<file path="src/rtl/ysyx_24090003_ifu_fetch.sv">
// Instruction fetch unit: holds the PC, fetches one instruction per PC over an
// AXI4-Lite-style read channel and hands it to decode with a valid/ready handshake.
module ysyx_24090003_ifu_fetch #(
  parameter logic [31:0] RESET_PC = 32'h8000_0000
) (
  input  logic        i_clk,
  input  logic        i_rst_n,
  output logic [31:0] o_araddr,
  output logic        o_arvalid,
  input  logic        i_arready,
  input  logic        i_rvalid,
  output logic        o_rready,
  input  logic [31:0] i_rdata,
  input  logic [1:0]  i_rresp,
  output logic [31:0] o_inst,
  output logic [31:0] o_pc,
  output logic        o_fetch_err,
  output logic        o_inst_valid,
  input  logic        i_inst_ready,
  input  logic        i_pc_update,
  input  logic [31:0] i_next_pc
);

  localparam int unsigned XLEN   = 32;
  localparam int unsigned RESP_W = 2;

  typedef enum logic [2:0] {
    S_IDLE = 3'd0,
    S_REQ  = 3'd1,
    S_WAIT = 3'd2,
    S_HOLD = 3'd3,
    S_EXEC = 3'd4
  } state_t;

  state_t            state;
  state_t            state_next;
  logic              launch;
  logic [XLEN-1:0]   launch_pc;
  logic              launch_aligned;
  logic [XLEN-1:0]   pc;
  logic [XLEN-1:0]   pc_next;
  logic [XLEN-1:0]   inst;
  logic [XLEN-1:0]   inst_next;
  logic              fetch_err;
  logic              fetch_err_next;

  // State register
  always_ff @(posedge i_clk or negedge i_rst_n) begin
    if (!i_rst_n) begin
      state <= S_IDLE;
    end else begin
      state <= state_next;
    end
  end

  // Next-state logic; a launch from EXEC takes its PC straight from commit
  always_comb begin
    state_next     = state;
    launch         = 1'b0;
    launch_pc      = pc;
    launch_aligned = 1'b0;
    unique case (state)
      S_IDLE: launch = 1'b1;
      S_REQ:  if (i_arready)    state_next = S_WAIT;
      S_WAIT: if (i_rvalid)     state_next = S_HOLD;
      S_HOLD: if (i_inst_ready) state_next = S_EXEC;
      S_EXEC: begin
        if (i_pc_update) begin
          launch    = 1'b1;
          launch_pc = i_next_pc;
        end
      end
      default: state_next = S_IDLE;
    endcase
    launch_aligned = (launch_pc[1:0] == 2'b00);
    if (launch) begin
      state_next = launch_aligned ? S_REQ : S_HOLD;
    end
  end

  // Output decode and datapath next values
  always_comb begin
    o_arvalid      = (state == S_REQ);
    o_rready       = (state == S_WAIT);
    o_inst_valid   = (state == S_HOLD);
    pc_next        = pc;
    inst_next      = inst;
    fetch_err_next = fetch_err;
    if (launch) begin
      pc_next = launch_pc;
      // Misaligned PCs never reach the bus; decode sees a flagged null instruction
      if (!launch_aligned) begin
        inst_next      = XLEN'(0);
        fetch_err_next = 1'b1;
      end
    end
    if ((state == S_WAIT) && i_rvalid) begin
      inst_next      = i_rdata;
      fetch_err_next = (i_rresp != RESP_W'(0));
    end
  end

  // Datapath registers
  always_ff @(posedge i_clk or negedge i_rst_n) begin
    if (!i_rst_n) begin
      pc        <= RESET_PC;
      inst      <= XLEN'(0);
      fetch_err <= 1'b0;
    end else begin
      pc        <= pc_next;
      inst      <= inst_next;
      fetch_err <= fetch_err_next;
    end
  end

  assign o_araddr    = pc;
  assign o_pc        = pc;
  assign o_inst      = inst;
  assign o_fetch_err = fetch_err;

  // Decode must never see the presented instruction change before acceptance
  a_hold_stable: assert property (@(posedge i_clk) disable iff (!i_rst_n)
    (o_inst_valid && !i_inst_ready) |=>
      (o_inst_valid && $stable(o_inst) && $stable(o_pc) && $stable(o_fetch_err)));

  // The request address must not move while waiting for the slave
  a_req_stable: assert property (@(posedge i_clk) disable iff (!i_rst_n)
    (o_arvalid && !i_arready) |=> (o_arvalid && $stable(o_araddr)));

endmodule
</file>
<file path="config.mk">
export PLATFORM = sky130hd
export DESIGN_NAME = ysyx_24090003_ifu_fetch
export DESIGN_NICKNAME = d
export VERILOG_FILES = /design/src/rtl/ysyx_24090003_ifu_fetch.sv
export SDC_FILE = /design/constraint.sdc
export NUM_CORES = 1
export LEC_CHECK = 0
export ABC_CLOCK_PERIOD_IN_PS = 1500
export BUFFER_PORTS_ARGS = -buffer_cell sky130_fd_sc_hd__buf_2
export CAP_MARGIN = 20
export CORE_ASPECT_RATIO = 1.4
export CORE_MARGIN = 2
export CORE_UTILIZATION = 40
export CTS_CLUSTER_DIAMETER = 150
export DETAILED_ROUTE_END_ITERATION = 12
export GPL_TIMING_DRIVEN = 0
export HOLD_SLACK_MARGIN = 0.08
export MAX_ROUTING_LAYER = met4
export PLACE_DENSITY = 0.76
export SLEW_MARGIN = 15
export SYNTH_ARGS = -nofsm -noshare
export SYNTH_HDL_FRONTEND = slang
export SYNTH_SLANG_ARGS = --single-unit
export TNS_END_PERCENT = 30
</file>
<file path="constraint.sdc">
create_clock -name i_clk -period 1.5 [get_ports i_clk]
set_input_delay 0.3 -clock i_clk [delete_from_list [all_inputs] [get_ports i_clk]]
set_output_delay 0.3 -clock i_clk [all_outputs]
set_load 0.03 [all_outputs]
</file>
==> metrics, run 1 <==
status=finished, violations left; failing checks=negative setup slack; Worst Path Arrival=1.28 ns; Max transition margin=74.33%; #FFs+latches synth=slightly below 70; final estimated routing congestion in global placement=between 0.7 and 0.8; Hold WS=0.1549 ns; Netlist cell types=29; worst setup margin=-0.08293 ns; peak supply drop=around 0.0011 V; setup violators final=22; DR pass1 iterations=4; clk slew on worst S/H paths=roughly 0.080 ns; post-detail-place hpwl=5753 µm; worst slew pin tran=between 0.3 and 0.4 ns; unrepaired setup endpoints after global routing=true; Lkg Pwr=about 2.6 nW; design area=about 4700 µm²; Final period util=105.5%; CP endpoint kind=output port; # DRC=0; largest net degree at the start of global routing=41; CP Launch Type=flop; Req. time, crit path=1.20 ns; die height=around 110 µm; cts bufs inserted=9; GR Util All Layers=19.69%; Clock Sink Count=68; initial antenna violation count=1; top-count cell post-synth=dfrtp_1; total grt overflow=0; Post-Syn Nets=344; Rows=37; Iter 0 DRT Violations=84; Vias/cell=4.638; drt total wl=8370 µm; share of post-route cells with drive strength above 1=64.93%; Synth area leader=dfrtp_1; clk_lat worst skew=0.34 ns; count of warnings emitted by yosys=0; clock root cell=clkbuf_8; # H-tree levels=3; Clock Path Buffers=2; first-pass GRT wire length=~12000 µm; Initial Utilization=41.49%; Setup CP Type=flop to output port; synthesized area=3073 µm²; Die Area=8409 µm²; Avg Cell Area, Syn=11.30 µm²; Syn-to-layout area delta=53.71%; most common library cells after synthesis=dfrtp_1, nand2_1, buf_4, mux2_2, o21ai_0; fin nets=546; share of the core filled with cells=63.77%; number of synthesized flops with an enable pin=0; Wirelength per Cell=14.51 µm; Port Buffers=171; Tot Pwr=11.25 mW; Post-Synthesis Cells=272; final hold vios=0; via count=approximately 2.7k; vias in the first global route=2653; post-route ant nets=0; Area after DPL=4080 µm²; core area=roughly 7400 µm²; async set-or-reset flop fraction in the synthesized netlist=100.0%; fmax=631.7 MHz; Yosys top cell area share=54.56%; die extent in x=78.08 µm; Top FF cell, synth=dfrtp_1; Final min period=1.583 ns; Seq/Total Area, Yosys=55.42%; Worst Hold Class=primary input to flop; Final Skew=0.01110 ns; CP max FO=7; Power Density=2382 nW/µm²; top cells by area, synth=dfrtp_1, mux2_2, buf_4, nand2_1, o21ai_0; I/O pin count=172; CTS tree=built; max-cap check violation count=0; Slew Viols, Final=0
==> placed cells by master (no fill, tap or decap), types with 3 or more instances in the layout <==
cell      synthesis  routed
o21ai_2          10      11
dfrtp_1          67      65
nand2_1          66      64
clkbuf_8          0      12
buf_4            35      48
mux2_4            0      30
mux2_2           29       3
o21ai_0          20       9
buf_12            0       5
buf_2             7     166
o21ai_1           4      14
buf_6             7      18
==> per-stage QoR <==
step / std cells / setup slack, ns / setup TNS (ns)
2_1_floorplan: 272 / 0.003894 / 0
3_3_place_gp: 540 / -0.2670 / -16.06
3_5_place_dp: 541 / -0.1623 / -6.982
4_1_cts: 572 / -0.08967 / -1.532
5_1_grt: 577 / -0.1289 / -3.428
6_report: 577 / -0.08293 / -0.6382
==> critical path, stage by stage, from the launching register on <==
cell and delay (ns):
dfrtp_1 0.42, buf_6 0.16, nor3b_4 0.20, buf_6 0.16
==> state kept, by name, summed over array words and instances (netlist names) <==
name	count
o_fetch_err	1
o_inst	32
o_araddr	32
state	3
==> worst paths after layout <==
kind                             start      endpoint  slack, ns  cells after the start
max                           state[1]     o_arvalid      -0.08                      3
min                        i_rdata[26]    o_inst[26]       0.15                      3
max reg2reg                   state[0]  o_araddr[26]      -0.08                      6
min reg2reg                o_fetch_err   o_fetch_err       0.51                      1
max in group asynchronous      i_rst_n  o_araddr[31]       0.49                      3
min in group asynchronous      i_rst_n    o_inst[19]       0.42                      2
==> routing by layer <==
metal | track usage [%] | wire [µm] | vias up
met5 | - | 0 | -
met4 | 9.398 | 156 | 0
met3 | 3.356 | 520 | 12
met2 | 35.04 | 4437 | 111
met1 | 21.19 | 3255 | 1286
li1 | - | - | 1267
==> logic make-up (layout without fill, tap and decap cells) <==
| family | count (synthesis) | in the layout | synth area share [%] |
|---|---|---|---|
| AO/OA/AOI/OAI | 40 | 40 | 8.876 |
| other | 0 | 1 | 0 |
| flip-flops | 68 | 68 | 55.42 |
| AND/OR/NAND/NOR | 79 | 79 | 10.95 |
| multiplexers | 33 | 33 | 12.09 |
| buffers and inverters | 52 | 259 | 12.66 |
==> cell type report <==
cell class              instances  area, µm²
clock buffers                  12      155.1
fillers                       615       2684
multi-input cells             152       1144
clock inverters                 4      47.55
inverters                       2      7.507
flip-flops and latches         68       1705
repair buffers                192       1096
diodes                          1      2.502
plain buffers                  49      444.2
well taps                      97      121.4
==> power breakdown <==
group | internal [mW] | switching (mW)
clock network | 0.854 | 0.691
registers | 2.60 | 0.512
logic | 2.71 | 3.89
total | 6.16 | 5.09
==> timing repair <==
action,CTS,global route
hold buffers,1,0
resized for setup,46,42
buffers inserted,11,6
endpoints found under the setup margin,66,69
cloned,3,0
pin swaps,6,4
endpoints found under the hold margin,28,0
No activity file was read; power rests on OpenSTA's default activity.
==> run 2, diff against run 1 <==
--- a/config.mk
+++ b/config.mk
@@ -8,7 +8,7 @@
 export ABC_CLOCK_PERIOD_IN_PS = 1500
 export BUFFER_PORTS_ARGS = -buffer_cell sky130_fd_sc_hd__buf_2
 export CAP_MARGIN = 20
-export CORE_ASPECT_RATIO = 1.4
+export CORE_ASPECT_RATIO = 1.5
 export CORE_MARGIN = 2
 export CORE_UTILIZATION = 40
 export CTS_CLUSTER_DIAMETER = 150
@@ -17,6 +17,7 @@
 export HOLD_SLACK_MARGIN = 0.08
 export MAX_ROUTING_LAYER = met4
 export PLACE_DENSITY = 0.76
+export SKIP_LAST_GASP = 1
 export SLEW_MARGIN = 15
 export SYNTH_ARGS = -nofsm -noshare
 export SYNTH_HDL_FRONTEND = slang
==> metrics, run 2 (synthesis results as in run 1) <==
Final period util=103.5% (-2.1 points); final estimated routing congestion in global placement=0.7648 (+2.5%); Power Density=2431 nW/µm² (+2.0%); worst slew pin tran=0.3614 ns (-0.02361 ns); CP max stage cell=dfrtp_1; delay-heaviest family, CP=buffers and inverters; Place WS=-0.2131 ns (-0.05082 ns); peak supply drop=0.001087 V (-5.2%); crit-path cells=buf_4, nor2_4, and3_4, buf_12, clkbuf_16, mux2_2; worst hold path startpoint=i_rdata[0]; # diodes=0 (-1); clock network fraction of design power=19.2% (+5.5 points); fin nets=543 (-0.55%); Hold Path Sink=o_inst[0]; max incr delay on CP=0.39 ns (-0.03 ns); GR Util All Layers=18.01% (-1.7 points); setup violators final=31 (+41%); Final Skew=0.005900 ns (-0.005198 ns); drt total wl=7646 µm (-8.6%); clk slew on worst S/H paths=0.05 ns (-0.03 ns); Area after DPL=4086 µm² (+0.15%); most frequent cells in the layout=buf_2, nand2_1, dfrtp_1; Power Internal=6.470 mW (+5.1%); Port Buffers=171 (unchanged); clock root cell=clkbuf_16; final hold vios=0 (unchanged); Comb power frac=54.0% (-4.6 points); post-detail-place hpwl=5565 µm (-3.3%); CP endpoint kind=flop; CP Launch Type=flop; CP Launch Point=state[1]; Vias/cell=4.578 (-1.3%); I/O pin count=172 (unchanged); die extent in x=75.57 µm (-3.2%); # DRC=0 (unchanged); cts bufs inserted=9 (unchanged); R2R Setup Slk=-0.05 ns (+0.03 ns); worst setup margin=-0.05213 ns (+0.03080 ns); Iter 0 DRT Violations=97 (+15%); Lkg Pwr=2.547 nW (-0.62%); Hold Path Depth=3 (unchanged); CTS tree=built; Worst Hold Class=primary input to flop; R2R depth=6 (unchanged); largest net degree at the start of global routing=43 (+4.9%); Max transition margin=75.91% (+1.6 points); design area=4720 µm² (about the same); unrepaired setup endpoints after global routing=true; Final min period=1.552 ns (-0.03080 ns); first-pass GRT wire length=11320 µm (-9.4%); DR pass1 iterations=4 (unchanged); fin cells=578 (+0.17%); Setup CP Type=flop to flop; initial antenna violation count=0 (-1); Req. time, crit path=1.70 ns (+0.50 ns); max-cap check violation count=0 (unchanged); Seq pwr share=26.9% (-0.7 points); Clock Sink Count=68 (unchanged); most common cell after layout, fill and taps aside=buf_2; Wirelength per Cell=13.23 µm (-8.8%); clk_lat worst skew=0.33 ns (about the same); DP Cell Count=546 (+0.92%); FF-to-FF End=o_araddr[12]; CP max FO=8 (+1); Worst Path Buf+Inv=3 (+1); P_sw=5.001 mW (-1.9%); via count=2646 (-1.1%); Syn-to-layout area delta=53.58% (about the same); failing checks=negative setup slack; post-route ant nets=0 (unchanged); status=finished, violations left; fmax=644.3 MHz (+2.0%); switching part of the total=43.59% (-1.7 points); die height=111.4 µm (+3.4%); total grt overflow=0 (unchanged); Rows=39 (+5.4%); Initial Utilization=40.89% (-0.59 points); Die Area=8414 µm² (about the same); Clock Path Buffers=2 (unchanged); RR Startpoint=state[1]; core area=7515 µm² (+1.5%); vias in the first global route=2629 (-0.90%); share of post-route cells with drive strength above 1=63.87% (-1.1 points); Worst Path Arrival=1.76 ns (+0.48 ns); # H-tree levels=3 (unchanged); Slew Viols, Final=0 (unchanged)
==> run 2: changes by cell type in the layout (fill, tap and decap cells not counted), moves of 2 or more <==
cell	previous run	this run
nand2_1	64	66
mux2_4	30	7
buf_12	5	2
nand2_2	2	0
o21ai_1	14	4
mux2_1	0	3
buf_2	166	168
mux2_2	3	23
o21ai_0	9	20
buf_6	18	9
clkbuf_8	12	0
buf_8	1	4
clkbuf_16	0	12
buf_4	48	50
==> run 2: cell type report <==
| type | instances | area [µm²] |
|---|---|---|
| Multi-Input combinational cell | 152 | 1055 |
| Clock inverter | 7 | 91.34 |
| Clock buffer | 9 | 225.2 |
| Inverter | 2 | 7.507 |
| Fill cell | 653 | 2795 |
| Timing Repair Buffer | 188 | 1076 |
| Tap cell | 102 | 127.6 |
| Buffer | 50 | 431.7 |
| Sequential cell | 68 | 1705 |
==> run 2: power by group through the flow <==
stage	registers [mW]	clock network (mW)	logic [mW]
CTS	3.08	2.25	6.04
global route	3.19	2.30	6.63
global placement	3.05	0	5.61
finish	3.08	2.20	6.19
detailed placement	3.10	0	5.73
floorplan	4.46	0	2.75
==> run 2: repair_timing <==
item	CTS	global route
gates resized for setup	21	16
pin swaps	3	2
hold buffers	1	0
setup buffers	8	4
endpoints found under the setup margin	67	65
gates cloned	0	3
endpoints found under the hold margin	26	0
==> run 2: tightest hold or removal path: stages <==
cell	delay, ns
buf_2	0.07
nand2_1	0.03
o21ai_0	0.05
==> run 2: how the worst max path moves through the flow <==
| stage | endpoint | slack (ns) | cells after the start |
|---|---|---|---|
| final | o_araddr[12] | -0.05 | 6 |
| after global routing | o_arvalid | -0.10 | 3 |
| after CTS | o_rready | -0.07 | 4 |
| after detailed placement | o_inst[2] | -0.21 | 5 |
| after global placement | o_araddr[0] | -0.28 | 1 |
| after floorplan | o_araddr[0] | 0.004 | 6 |
==> run 2: per-stage QoR <==
stage / utilization, % / hold slack (ns) / TNS (ns) / power, mW
after floorplan: - / 0.004409 / 0 / 7.212
after global placement: 54.08 / 0.4917 / -17.58 / 8.666
after detailed placement: 54.38 / 0.2340 / -8.806 / 8.831
after CTS: 60.51 / 0.1660 / -1.679 / 11.37
after global routing: 62.80 / 0.1710 / -4.092 / 12.12
final: 62.80 / 0.1744 / -0.7940 / 11.47
==> run 2: routing by layer <==
layer / GRT usage, % / part of all wire (%)
met1: 18.42 / 39
met2: 30.90 / 52
met3: 4.344 / 6.9
met4: 8.889 / 2.2
met5: - / 0
